==> src/rtl/mmio_pkg.sv <==
// Shared types and constants for the MMIO responder slice.
package mmio_pkg;

   typedef enum logic [1:0] {
      IDLE = 2'd0,
      WAIT = 2'd1,
      RESP = 2'd2
   } state_t;

   localparam logic [15:0] BASE_HI_DEFAULT = 16'h1FAF;

   localparam logic [15:0] OFF_SCRATCH0 = 16'h0000;
   localparam logic [15:0] OFF_SCRATCH1 = 16'h0004;
   localparam logic [15:0] OFF_LED      = 16'h0008;
   localparam logic [15:0] OFF_COUNTER  = 16'h000C;
   localparam logic [15:0] OFF_CMP      = 16'h0010;
   localparam logic [15:0] OFF_STATUS   = 16'h0014;

   // Replace the bytes of old_val selected by strobe with those of new_val.
   function automatic logic [31:0] byte_merge(input logic [31:0] old_val,
                                              input logic [31:0] new_val,
                                              input logic [3:0]  strobe);
      logic [31:0] r;
      r = old_val;
      for (int b = 0; b < 4; b++) begin
         if (strobe[b]) r[8*b +: 8] = new_val[8*b +: 8];
      end
      return r;
   endfunction

endpackage

==> src/rtl/mmio_if.sv <==
// Two-phase addr_ok/data_ok request/response bus between CPU side and MMIO block.
interface mmio_if;
   logic        req_valid;
   logic [31:0] req_addr;
   logic [3:0]  req_strobe;
   logic [31:0] req_data;
   logic        resp_addr_ok;
   logic        resp_data_ok;
   logic [31:0] resp_data;

   modport master (
      output req_valid, req_addr, req_strobe, req_data,
      input  resp_addr_ok, resp_data_ok, resp_data
   );

   modport slave (
      input  req_valid, req_addr, req_strobe, req_data,
      output resp_addr_ok, resp_data_ok, resp_data
   );
endinterface

==> src/rtl/mmio_timer.sv <==
// Free-running counter with compare match flag. Only instantiated when
// MMIO_TIMER_EN is defined.
module mmio_timer
   import mmio_pkg::*;
(
   input  logic        clk,
   input  logic        resetn,
   input  logic        wr_cmp,
   input  logic        wr_status,
   input  logic [3:0]  wr_strobe,
   input  logic [31:0] wr_data,
   output logic [31:0] counter,
   output logic [31:0] cmp,
   output logic        match
);

   logic [31:0] counter_nxt;
   logic        match_set;
   logic        match_clr;

   assign counter_nxt = counter + 32'd1;
   assign match_set   = (counter_nxt == cmp);
   assign match_clr   = wr_status & wr_strobe[0] & wr_data[0];

   // Counter, compare register and sticky match flag; a set beats a clear.
   always_ff @(posedge clk or negedge resetn) begin
      if (!resetn) begin
         counter <= 32'd0;
         cmp     <= 32'd0;
         match   <= 1'b0;
      end else begin
         counter <= counter_nxt;
         if (wr_cmp) cmp <= byte_merge(cmp, wr_data, wr_strobe);
         match <= match_set | (match & ~match_clr);
      end
   end

endmodule

==> src/rtl/mmio_responder.sv <==
// MMIO responder for the physical register window BASE_HI:0000..FFFF.
// Define MMIO_TIMER_EN to include the counter/compare/status timer block.
//
// state | meaning
// IDLE  | addr_ok follows req_valid; accept captures read data, commits writes
// WAIT  | latency down-counter running
// RESP  | data_ok pulse with captured read data
module mmio_responder
   import mmio_pkg::*;
#(
   parameter int unsigned LATENCY = 1,
   parameter logic [15:0] BASE_HI = BASE_HI_DEFAULT
) (
   input  logic        clk,
   input  logic        resetn,
   mmio_if.slave       bus,
   output logic [15:0] led,
   output logic        irq
);

   localparam logic [3:0] WAIT_LOAD = 4'(LATENCY - 1);

   state_t      state_q, state_d;
   logic [3:0]  wait_q, wait_d;
   logic        addr_ok, data_ok;
   logic        accept, is_write, hit, wr_en;
   logic [15:0] offset;
   logic [31:0] rdata_d, rdata_q;
   logic [31:0] scratch0_q, scratch1_q;
   logic [15:0] led_q;
   logic        unused_addr_bits;

   assign unused_addr_bits = &{1'b0, bus.req_addr[1:0]};

   assign hit      = (bus.req_addr[31:16] == BASE_HI);
   assign offset   = {bus.req_addr[15:2], 2'b00};
   assign is_write = |bus.req_strobe;
   assign accept   = addr_ok;
   assign wr_en    = accept & is_write & hit;

   // State and latency counter registers.
   always_ff @(posedge clk or negedge resetn) begin
      if (!resetn) begin
         state_q <= IDLE;
         wait_q  <= 4'd0;
      end else begin
         state_q <= state_d;
         wait_q  <= wait_d;
      end
   end

   // Next state and handshake outputs; addr_ok is held low while in reset.
   always_comb begin
      state_d = state_q;
      wait_d  = wait_q;
      addr_ok = 1'b0;
      data_ok = 1'b0;
      case (state_q)
         IDLE: begin
            addr_ok = bus.req_valid & resetn;
            if (bus.req_valid) begin
               if (LATENCY == 1) begin
                  state_d = RESP;
               end else begin
                  state_d = WAIT;
                  wait_d  = WAIT_LOAD;
               end
            end
         end
         WAIT: begin
            if (wait_q == 4'd1) state_d = RESP;
            else                wait_d  = wait_q - 4'd1;
         end
         RESP: begin
            data_ok = 1'b1;
            state_d = IDLE;
         end
         default: state_d = IDLE;
      endcase
   end

   assign bus.resp_addr_ok = addr_ok;
   assign bus.resp_data_ok = data_ok;
   assign bus.resp_data    = data_ok ? rdata_q : 32'd0;

`ifdef MMIO_TIMER_EN
   logic [31:0] tmr_counter, tmr_cmp;
   logic        tmr_match;

   mmio_timer u_timer (
      .clk       (clk),
      .resetn    (resetn),
      .wr_cmp    (wr_en && offset == OFF_CMP),
      .wr_status (wr_en && offset == OFF_STATUS),
      .wr_strobe (bus.req_strobe),
      .wr_data   (bus.req_data),
      .counter   (tmr_counter),
      .cmp       (tmr_cmp),
      .match     (tmr_match)
   );

   assign irq = tmr_match;
`else
   assign irq = 1'b0;
`endif

   // Read decode; anything outside the window or map reads as zero.
   always_comb begin
      rdata_d = 32'd0;
      if (hit) begin
         case (offset)
            OFF_SCRATCH0: rdata_d = scratch0_q;
            OFF_SCRATCH1: rdata_d = scratch1_q;
            OFF_LED:      rdata_d = {16'd0, led_q};
`ifdef MMIO_TIMER_EN
            OFF_COUNTER:  rdata_d = tmr_counter;
            OFF_CMP:      rdata_d = tmr_cmp;
            OFF_STATUS:   rdata_d = {31'd0, tmr_match};
`endif
            default:      rdata_d = 32'd0;
         endcase
      end
   end

   // Register file writes and response capture at the accept edge.
   always_ff @(posedge clk or negedge resetn) begin
      if (!resetn) begin
         scratch0_q <= 32'd0;
         scratch1_q <= 32'd0;
         led_q      <= 16'd0;
         rdata_q    <= 32'd0;
      end else begin
         if (accept) rdata_q <= rdata_d;
         if (wr_en && offset == OFF_SCRATCH0)
            scratch0_q <= byte_merge(scratch0_q, bus.req_data, bus.req_strobe);
         if (wr_en && offset == OFF_SCRATCH1)
            scratch1_q <= byte_merge(scratch1_q, bus.req_data, bus.req_strobe);
         if (wr_en && offset == OFF_LED) begin
            if (bus.req_strobe[0]) led_q[7:0]  <= bus.req_data[7:0];
            if (bus.req_strobe[1]) led_q[15:8] <= bus.req_data[15:8];
         end
      end
   end

   assign led = led_q;

endmodule

==> src/flat_wrapper.sv <==
// flat-port wrapper written by rule: the top's interface ports become plain ports
module mmio_responder_flat import mmio_pkg::*;
#(
   parameter int unsigned LATENCY = 1,
   parameter logic [15:0] BASE_HI = BASE_HI_DEFAULT
)
  (clk, resetn, led, irq, bus_req_valid, bus_req_addr, bus_req_strobe, bus_req_data, bus_resp_addr_ok, bus_resp_data_ok, bus_resp_data);
  mmio_if bus_i ();
  input  logic clk;
  input  logic resetn;
  output logic [15:0] led;
  output logic irq;
  input wire logic [$bits(bus_i.req_valid)-1:0] bus_req_valid;
  input wire logic [$bits(bus_i.req_addr)-1:0] bus_req_addr;
  input wire logic [$bits(bus_i.req_strobe)-1:0] bus_req_strobe;
  input wire logic [$bits(bus_i.req_data)-1:0] bus_req_data;
  output wire logic [$bits(bus_i.resp_addr_ok)-1:0] bus_resp_addr_ok;
  output wire logic [$bits(bus_i.resp_data_ok)-1:0] bus_resp_data_ok;
  output wire logic [$bits(bus_i.resp_data)-1:0] bus_resp_data;
  assign bus_i.req_valid = bus_req_valid;
  assign bus_i.req_addr = bus_req_addr;
  assign bus_i.req_strobe = bus_req_strobe;
  assign bus_i.req_data = bus_req_data;
  assign bus_resp_addr_ok = bus_i.resp_addr_ok;
  assign bus_resp_data_ok = bus_i.resp_data_ok;
  assign bus_resp_data = bus_i.resp_data;
  mmio_responder #(.LATENCY(LATENCY), .BASE_HI(BASE_HI)) u_core (.clk(clk), .resetn(resetn), .bus(bus_i), .led(led), .irq(irq));
endmodule
==> config.mk <==
export PLATFORM = sky130hd
export DESIGN_NAME = mmio_responder_flat
export DESIGN_NICKNAME = d
export VERILOG_FILES = /design/src/rtl/mmio_pkg.sv /design/src/rtl/mmio_if.sv /design/src/rtl/mmio_timer.sv /design/src/rtl/mmio_responder.sv /design/src/flat_wrapper.sv
export SDC_FILE = /design/constraint.sdc
export NUM_CORES = 1
export LEC_CHECK = 0
export BUFFER_PORTS_ARGS = -buffer_cell sky130_fd_sc_hd__buf_2
export CAP_MARGIN = 20
export CORE_MARGIN = 8
export CORE_UTILIZATION = 58
export CTS_BUF_LIST = sky130_fd_sc_hd__clkbuf_4 sky130_fd_sc_hd__clkbuf_8 sky130_fd_sc_hd__clkbuf_16
export DETAILED_ROUTE_END_ITERATION = 6
export GPL_TIMING_DRIVEN = 0
export PLACE_DENSITY = 0.83
export SLEW_MARGIN = 15
export SYNTH_ARGS = -nofsm -noshare
export SYNTH_HDL_FRONTEND = slang
export SYNTH_HIERARCHICAL = 1
export SYNTH_SLANG_ARGS = --single-unit
export TNS_END_PERCENT = 10
==> constraint.sdc <==
create_clock -name clk -period 4.8 [get_ports clk]
set_input_delay 0.24 -clock clk [delete_from_list [all_inputs] [get_ports clk]]
set_output_delay 0.24 -clock clk [all_outputs]
set_load 0.1 [all_outputs]
==> run_results.csv, run 1 <==
group,metric,value,unit
routing,drtPass1Iterations,4,
job,cap_violations,0,
global_route,grt_usage,0.235,
global_route,grt_max_degree,78,
floorplanning,core-area,0.00868,mm2
sta,post-route-period-util,0.645,
global_route,grt-ovfl-total,0,
sta,layout_min_cycle_time,3.10,ns
place,dp_cells,627,
global_route,grt_pass1_wl,21600,um
cells_and_area,diodes,0,
floorplanning,initial_utilization,0.595,
cells_and_area,fillers,515,
synthesis,synth-compound-area-share,0.0475,
place,dp_hpwl,8980,um
floorplanning,io_pins,122,
critical_path,required,4.56,ns
clocking,cts_tree,"done",
status,status,"finished clean",
clocking,htreeDepth,4,
synthesis,synth_top_family_by_area,"multiplexers",
routing,routedWlPerCell,19.4,um
sta,final.setup.tns,0,ns
synthesis,synth-edff-count,0,
synthesis,synthDistinctLibCells,28,
place,place_area,0.00592,mm2
pwr,irDropWorstVdd,0.261,mV
synthesis,synth_xor_area_frac,0,
routing,via_per_inst,5.55,
clocking,clock-sinks,113,
place,io_buffers,117,
clocking,worstSkewPairLatency,0.51,ns
pwr,p_leak,3.63,nW
pwr,p_per_area,342,mW/mm2
floorplanning,die_w,110,um
floorplanning,rows,34,
min_path,min-delay-path-class,"in2reg",
synthesis,synthArstFlopShare,1.00,
critical_path,crit_path_end_kind,"output pin",
sta,grt_setup_unrepaired,"false",
sta,max_freq,0.323,GHz
synthesis,synthSimpleGateAreaFrac,0.142,
critical_path,cp.arrival,2.86,ns
floorplanning,dieArea,0.0122,mm2
routing,detail-route-antenna-nets,0,
sta,skew,0.00819,ns
cells_and_area,syn2layout_area_growth,32.5,%
synthesis,synthFlopType,"dfrtp_1",
critical_path,path_max_fanout,77,
routing,routed_wl,13400,um
global_route,grt_pass1_vias,4323,
pwr,power,2.34,mW
synthesis,avgSynthCellArea,12.9,um2
synthesis,synthMuxAreaShare,0.242,
routing,vias,3831,
cells_and_area,nets,642,
floorplanning,die_h,110,um
sta,setup_slack,1.70,ns
critical_path,r2r_slack,2.29,ns
clocking,clockBufferDepth,2,
place,routabilityCongestion,0.811,
routing,drt_iter0_markers,154,
critical_path,cp-start-kind,"input port",
global_route,antenna_found_initial,1,
routing,remaining_drc_errors,0,
place,dpl_worst_slack,1.81,ns
critical_path,critPathKind,"in2out",
sta,worst_slew_pin_slew,0.865,ns
cells_and_area,utilization,0.789,
clocking,cts.reportedPaths.clkPinSlew,0.05,ns
synthesis,syn_inst,401,
synthesis,synthAdderAreaFrac,0,
sta,maxSlewViolCount,0,
sta,hold_violations,0,
clocking,cts_root_buffer,"clkbuf_8",
clocking,numCtsBuffers,17,
synthesis,yosysWarnings,6,
cells_and_area,drive_gt1_frac,0.416,
synthesis,ys_seq_area_frac,0.547,
sta,slew_headroom,0.423,
cells_and_area,stdcell_area,0.00685,mm2
sta,whs,0.0304,ns
cells_and_area,fin_cells,690,
sta,setup_viol,0,
synthesis,netlist_area,0.00517,mm2
synthesis,syn_nets,472,
synthesis,ys_ff_latch,113,
## worst max-delay path, cell delays in order
cell,delay (ns)
dlygate4sd3_1,0.55
buf_6,0.33
buf_16,0.35
nand3b_1,0.43
clkbuf_1,0.38
inv_1,0.10
buf_2,0.43
## cell usage after synthesis (all sizes together) (3+ instances only)
cell type / instances / area [um2]
clkbuf: 17 / 63.8
or4: 3 / 26.3
mux2: 80 / 931
nand4: 11 / 210
nor2: 16 / 60.1
nor2b: 3 / 18.8
buf: 3 / 38.8
a21oi: 15 / 75.1
mux2i: 32 / 320
and2: 32 / 200
nand2: 33 / 124
o21ai: 32 / 160
dfrtp: 113 / 2830
## layout make-up
| type | instances | area, um2 | share of cell area |
|---|---|---|---|
| buffer | 20 | 103 | 0.0150 |
| clock buffer | 18 | 428 | 0.0625 |
| clock inverter | 12 | 166 | 0.0243 |
| inverter | 1 | 3.75 | 0.000548 |
| multi-input combinational | 267 | 2230 | 0.326 |
| sequential | 113 | 2830 | 0.413 |
| tap | 108 | 135 | 0.0197 |
| timing repair buffer | 151 | 950 | 0.139 |
## what timing repair did
item                      in CTS  in global routing
hold endpoints to repair     111                  0
setup buffers                  0                  0
resized for setup              0                  0
hold buffers                  33                  0
## flip-flops by register name (all words and copies together) (netlist names)
name and flops:
u_core/led 16, u_core/rdata_q 32, u_core/scratch0_q 32, u_core/scratch1_q 32, u_core/state_q 1
## report_power, final
part / switching, mW / internal (mW) / total, mW
logic: 0.0809 / 0.0532 / 0.134
clock network: 0.409 / 0.843 / 1.25
registers: 0.00120 / 0.954 / 0.956
total: 0.491 / 1.85 / 2.34
## final timing paths
check / startpoint / depth (start not counted) / end
min: bus_req_data[0] / 2 / u_core/led[0]
max: resetn / 7 / bus_resp_addr_ok
max in group asynchronous: resetn / 3 / u_core/scratch1_q[9]
max reg2reg: u_core/state_q[1] / 5 / u_core/scratch0_q[11]
min reg2reg: u_core/rdata_q[1] / 2 / u_core/rdata_q[1]
min in group asynchronous: resetn / 2 / u_core/rdata_q[20]
## layer usage
metal	vias up	global-route usage	part of all wire
met3	25	0.0640	0.060
li1	1771	-	-
met1	1908	0.270	0.40
met2	125	0.409	0.52
met4	2	0.0894	0.016
met5	-	0	0.00097
## logic make-up (layout without fill, tap and decap cells)
kind of cell | count (synthesis) | after routing
DFF | 113 | 113
muxes | 112 | 112
and+or+nand+nor | 106 | 106
AOI/OAI and AO/OA | 48 | 48
buffers and inverters | 21 | 202
other | 1 | 1
## placed cells by master, fill, tap and decap left out, types with 2 or more instances in the layout
master / count
buf_2: 116
dfrtp_1: 113
mux2_2: 69
dlygate4sd3_1: 33
nand2_1: 33
and2_1: 32
mux2i_1: 32
o21ai_0: 32
clkbuf_1: 17
clkbuf_16: 16
nor2_1: 16
a21oi_1: 15
nand4_4: 9
mux2_4: 8
clkinv_2: 6
bufinv_16: 4
nor2b_1: 3
mux2_1: 3
clkbuf_8: 2
buf_6: 2
nand3b_1: 2
nand4b_1: 2
nor4_4: 2
or4_1: 2
Note: power is estimated with default switching activity, not from simulation.
==> inputs of run 2 (changes only) <==
ABC_AREA = 1   (was default)
CORE_UTILIZATION = 50   (was 58)
PLACE_DENSITY = 0.75   (was 0.83)
clock period = 2.55 ns   (was 4.8 ns; I/O delays follow)
==> run_results.csv, run 2 <==
group,metric,value,unit
clocking,htreeDepth,4,
sta,skew,0.00439,ns
sta,post-route-period-util,0.867,
global_route,grt_max_degree,59,
min_path,min-delay-path-class,"in2reg",
place,routabilityCongestion,0.879,
min_path,holdPathEnd,"u_core/scratch0_q[27]",
cells_and_area,final_cell_mix,"273 x nand2_1, 133 x buf_2, 119 x nand3_1, 113 x dfrtp_1, 80 x nand4_1",
global_route,met3_usage,0.0575,
place,dp_hpwl,12100,um
global_route,grt_pass1_vias,5686,
sta,hold_violations,0,
global_route,grt_usage,0.240,
critical_path,rr_startpoint,"u_core/state_q[1]",
sta,worst_slew_pin_slew,0.588,ns
routing,drtPass1Iterations,7,
synthesis,synthArstFlopShare,1.00,
routing,vias,5785,
routing,routed_wl,17600,um
global_route,antenna_found_initial,0,
job,cap_violations,0,
critical_path,cp-start-kind,"flop",
synthesis,synthTopCellsByArea,"dfrtp_1 49%, nand2_1 18%, nand3_1 10%",
global_route,grt_use_met2,0.395,
synthesis,netlist_area,0.00573,mm2
cells_and_area,syn2layout_area_growth,29.9,%
synthesis,syn_nets,817,
global_route,grt_pass1_wl,28300,um
synthesis,synth_common_cells,"273 x nand2_1, 119 x nand3_1, 113 x dfrtp_1, 80 x nand4_1, 59 x inv_1",
synthesis,synthFlopType,"dfrtp_1",
clocking,cts_root_buffer,"clkbuf_16",
place,io_buffers,114,
critical_path,r2r_slack,0.63,ns
sta,layout_min_cycle_time,2.21,ns
cells_and_area,diodes,0,
cells_and_area,layout_commonest_cell,"nand2_1",
floorplanning,dieArea,0.0151,mm2
critical_path,crit_path_end_kind,"output pin",
status,status,"finished clean",
synthesis,yosysWarnings,6,
clocking,cts_tree,"done",
floorplanning,io_pins,122,
floorplanning,initial_utilization,0.506,
synthesis,avgSynthCellArea,7.68,um2
critical_path,reg2regPathDepth,7,
synthesis,yosysMostFrequentCell,"nand2_1",
sta,max_freq,0.452,GHz
sta,maxSlewViolCount,0,
place,dpl_worst_slack,0.406,ns
synthesis,synth-edff-count,0,
synthesis,synth_top_area_share,0.493,
global_route,grt-ovfl-total,0,
pwr,power,4.32,mW
critical_path,required,2.42,ns
clocking,clock-sinks,113,
routing,detail-route-antenna-nets,0,
sta,grt_setup_unrepaired,"false",
sta,setup_viol,0,
cells_and_area,nets,986,
clocking,numCtsBuffers,17,
clocking,cts_resized,0,
routing,drt_iter0_markers,529,
critical_path,critPathKind,"reg2out",
synthesis,synth_top_area_cell,"dfrtp_1",
global_route,top_usage_layer,"met2",
floorplanning,die_h,123,um
pwr,p_per_area,580,mW/mm2
sta,slew_headroom,0.608,
floorplanning,die_w,123,um
clocking,worstSkewPairLatency,0.41,ns
synthesis,synthDistinctLibCells,19,
critical_path,path_max_fanout,10,
cells_and_area,top_regs,"u_core/rdata_q (32), u_core/scratch0_q (32), u_core/scratch1_q (32)",
clocking,cts.reportedPaths.clkPinSlew,0.05,ns
critical_path,r2r-end,"u_core/scratch1_q[7]",
min_path,hold_depth,3,
sta,whs,0.0830,ns
routing,routedWlPerCell,16.5,um
global_route,grt.met1_usage,0.303,
pwr,irDropWorstVdd,0.386,mV
routing,via_per_inst,5.42,
routing,remaining_drc_errors,0,
floorplanning,rows,39,
synthesis,ys_seq_area_frac,0.493,
synthesis,ys_ff_latch,113,
clocking,clockBufferDepth,2,
pwr,p_leak,4.31,nW
synthesis,syn_inst,746,
sta,setup_slack,0.338,ns
cells_and_area,drive_gt1_frac,0.200,
min_path,hp-start,"bus_req_strobe[3]",
critical_path,cp.arrival,2.08,ns
floorplanning,core-area,0.0113,mm2
run 2: cell types whose count changed after synthesis, moves of 8 or more:
cell     delta
nand2_1   +240
nand3_1   +118
nand4_1    +79
mux2_2     -69
inv_1      +58
mux2i_1    -32
and2_1     -30
buf_2      +20
o21ai_0    -16
a21oi_1    -15
nand4_4     -9
buf_6       +8
mux2_4      -8
run 2: kinds of logic after synthesis:
group,Yosys count,share of synthesized area
AND/OR/NAND/NOR,501,0.399
buffers and inverters,115,0.0928
flip-flops,113,0.493
AO/OA/AOI/OAI,16,0.0140
other,1,0.000654
run 2: worst max-delay path by stage:
stage | startpoint | to | slack, ns
CTS | u_core/state_q[1] | bus_resp_addr_ok | 0.29
global route | u_core/state_q[1] | bus_resp_addr_ok | 0.23
detailed placement | resetn | u_core/scratch0_q[12] | 0.41
global placement | resetn | u_core/scratch0_q[12] | -1.27
floorplan | u_core/state_q[1] | u_core/rdata_q[0] | 0.005
finish | u_core/state_q[1] | bus_resp_addr_ok | 0.34
run 2: routing by layer:
layer	up-vias	routed length [um]
li1	2793	-
met2	263	8440
met5	-	0
met4	0	313
met3	28	1720
met1	2701	7160
run 2: layout make-up:
class	instances	area (um2)
Clock buffer	21	480
Inverter	60	225
Timing Repair Buffer	150	972
Multi-Input combinational cell	518	2370
Buffer	55	307
Clock inverter	7	85.1
Sequential cell	113	2830
Tap cell	143	179
Fill cell	966	3870
run 2: power by group:
| part | internal (mW) | switching [mW] | total, mW | leakage [nW] |
|---|---|---|---|---|
| clock network | 1.50 | 0.752 | 2.26 | 0.286 |
| registers | 1.80 | 0.000352 | 1.80 | 1.58 |
| logic | 0.0985 | 0.164 | 0.263 | 2.44 |
| total | 3.40 | 0.916 | 4.32 | 4.31 |
run 2: metrics by stage:
step                TNS [ns]  instances  utilization  instance area [um2]
floorplan                  0        746            -                 5730
global placement     -126.16       1003        0.573                 6480
detailed placement         0       1004        0.576                 6520
CTS                        0       1067        0.658                 7450
global route               0       1067        0.658                 7450
finish                     0       1067        0.658                 7450
run 2: critical path: stages (launching register included):
cell	delay, ns
dfrtp_1	0.36
buf_2	0.17
nor2_4	0.25
buf_1	0.38
buf_2	0.51
run 2: what timing repair did:
action	in CTS	in global routing
hold buffers	35	0
endpoints found under the hold margin	126	0
setup buffers	0	0
==> inputs of run 3 (changes only) <==
==> constraint.sdc (replaced) <==
create_clock -name clk -period 2 [get_ports clk]
set_input_delay 0.1 -clock clk [delete_from_list [all_inputs] [get_ports clk]]
set_output_delay 0.1 -clock clk [all_outputs]
set_load 0.005 [all_outputs]
==> run_results.csv, run 3 (synthesized netlist as in run 2, its figures left out) <==
group,metric,value,unit
place,routabilityCongestion,0.879,
global_route,grt_pass1_wl,28300,um
routing,drtPass1Iterations,5,
clocking,numCtsBuffers,17,
status,status,"finished clean",
floorplanning,rows,39,
cells_and_area,top_regs,"u_core/rdata_q (32), u_core/scratch0_q (32), u_core/scratch1_q (32)",
pwr,p_leak,4.31,nW
cells_and_area,syn2layout_area_growth,30.1,%
place,io_buffers,114,
critical_path,cp.arrival,1.75,ns
cells_and_area,diodes,0,
pwr,power,5.49,mW
sta,worst_slew_pin_slew,0.578,ns
min_path,min-delay-path-class,"in2reg",
clocking,clock-sinks,113,
global_route,grt_pass1_vias,5686,
clocking,cts_root_buffer,"clkbuf_16",
floorplanning,io_pins,122,
cells_and_area,nets,987,
clocking,cts_tree,"done",
routing,via_per_inst,5.41,
routing,routed_wl,17700,um
pwr,irDropWorstVdd,0.501,mV
critical_path,crit_path_end_kind,"output pin",
clocking,cts.reportedPaths.clkPinSlew,0.05,ns
sta,whs,0.0503,ns
routing,remaining_drc_errors,0,
clocking,htreeDepth,4,
place,place_area,0.00652,mm2
routing,routedWlPerCell,16.6,um
clocking,cts_setup_buffers,0,
clocking,cts_resized,0,
floorplanning,dieArea,0.0151,mm2
cells_and_area,layout_commonest_cell,"nand2_1",
routing,vias,5774,
pwr,p_per_area,736,mW/mm2
sta,maxSlewViolCount,0,
sta,layout_min_cycle_time,1.85,ns
place,dp_cells,1004,
global_route,grt_max_degree,59,
sta,slew_headroom,0.615,
sta,grt_setup_unrepaired,"false",
cells_and_area,stdcell_area,0.00746,mm2
global_route,grt_usage,0.240,
sta,post-route-period-util,0.926,
clocking,worstSkewPairLatency,0.41,ns
floorplanning,initial_utilization,0.506,
critical_path,required,1.90,ns
cells_and_area,final_cell_mix,"273 x nand2_1, 133 x buf_2, 119 x nand3_1, 113 x dfrtp_1, 80 x nand4_1",
place,dp_hpwl,12100,um
critical_path,critPathKind,"reg2out",
critical_path,cp-start-kind,"flop",
floorplanning,core-area,0.0113,mm2
global_route,grt-ovfl-total,0,
cells_and_area,utilization,0.659,
routing,detail-route-antenna-nets,0,
sta,hold_violations,0,
sta,skew,0.00547,ns
floorplanning,die_w,123,um
job,cap_violations,0,
routing,drt_iter0_markers,498,
floorplanning,die_h,123,um
sta,setup_viol,0,
cells_and_area,fin_cells,1068,
global_route,antenna_found_initial,0,
sta,max_freq,0.540,GHz
critical_path,path_max_fanout,10,
cells_and_area,drive_gt1_frac,0.201,
clocking,clockBufferDepth,2,
## run 3: cell types whose count changed in the layout (fill, tap and decap cells not counted)
cell	change
nor2_2	+1
## run 3: timing repair
| action | in CTS | in global routing |
|---|---|---|
| hold buffers | 35 | 0 |
| hold endpoints to repair | 135 | 0 |
| setup endpoints to repair | 0 | 17 |
## run 3: layout make-up
class | instances | area (um2)
plain buffers | 55 | 307
clock buffers | 21 | 480
clock inverters | 7 | 85.1
fillers | 964 | 3860
inverters | 60 | 225
multi-input cells | 519 | 2380
flip-flops and latches | 113 | 2830
well taps | 143 | 179
repair buffers | 150 | 972
## run 3: where the power goes
part | total [mW] | switching [mW] | internal, mW | leakage, nW
Combinational | 0.310 | 0.185 | 0.126 | 2.44
Clock | 2.88 | 0.967 | 1.92 | 0.286
Sequential | 2.29 | 0.000449 | 2.29 | 1.58
Total | 5.49 | 1.15 | 4.34 | 4.31
## run 3: metrics by stage
stage               TNS (ns)  worst slack, ns
floorplan                  0            0.451
global placement     -243.76            -1.79
detailed placement     -3.94           -0.117
CTS                        0           0.0870
global route               0           0.0197
finish                     0            0.149
## run 3: worst paths after layout
| path | start | end | slack (ns) | cells after the start |
|---|---|---|---|---|
| worst min-delay path | bus_req_strobe[3] | u_core/scratch0_q[27] | 0.05 | 3 |
| worst min register to register | u_core/scratch1_q[29] | u_core/scratch1_q[29] | 0.47 | 2 |
| worst max register to register | u_core/state_q[1] | u_core/scratch0_q[12] | 0.17 | 8 |
| worst max-delay path | u_core/state_q[1] | bus_resp_addr_ok | 0.15 | 4 |
| min in group asynchronous | resetn | u_core/led[14] | 0.28 | 3 |
| max in group asynchronous | resetn | u_core/rdata_q[19] | 1.45 | 3 |
## run 3: worst max-delay path, cell delays in order (launching register included)
cell and delay (ns):
dfrtp_1 0.36, buf_2 0.17, nor2_4 0.22, buf_1 0.39, buf_2 0.20
## run 3: per-layer routing
metal | up-vias | track usage | part of all wire | wire length [um]
li1 | 2796 | - | - | -
met2 | 290 | 0.395 | 0.48 | 8540
met5 | - | 0 | 0 | 0
met3 | 28 | 0.0575 | 0.099 | 1760
met4 | 0 | 0.0903 | 0.018 | 320
met1 | 2660 | 0.303 | 0.40 | 7100
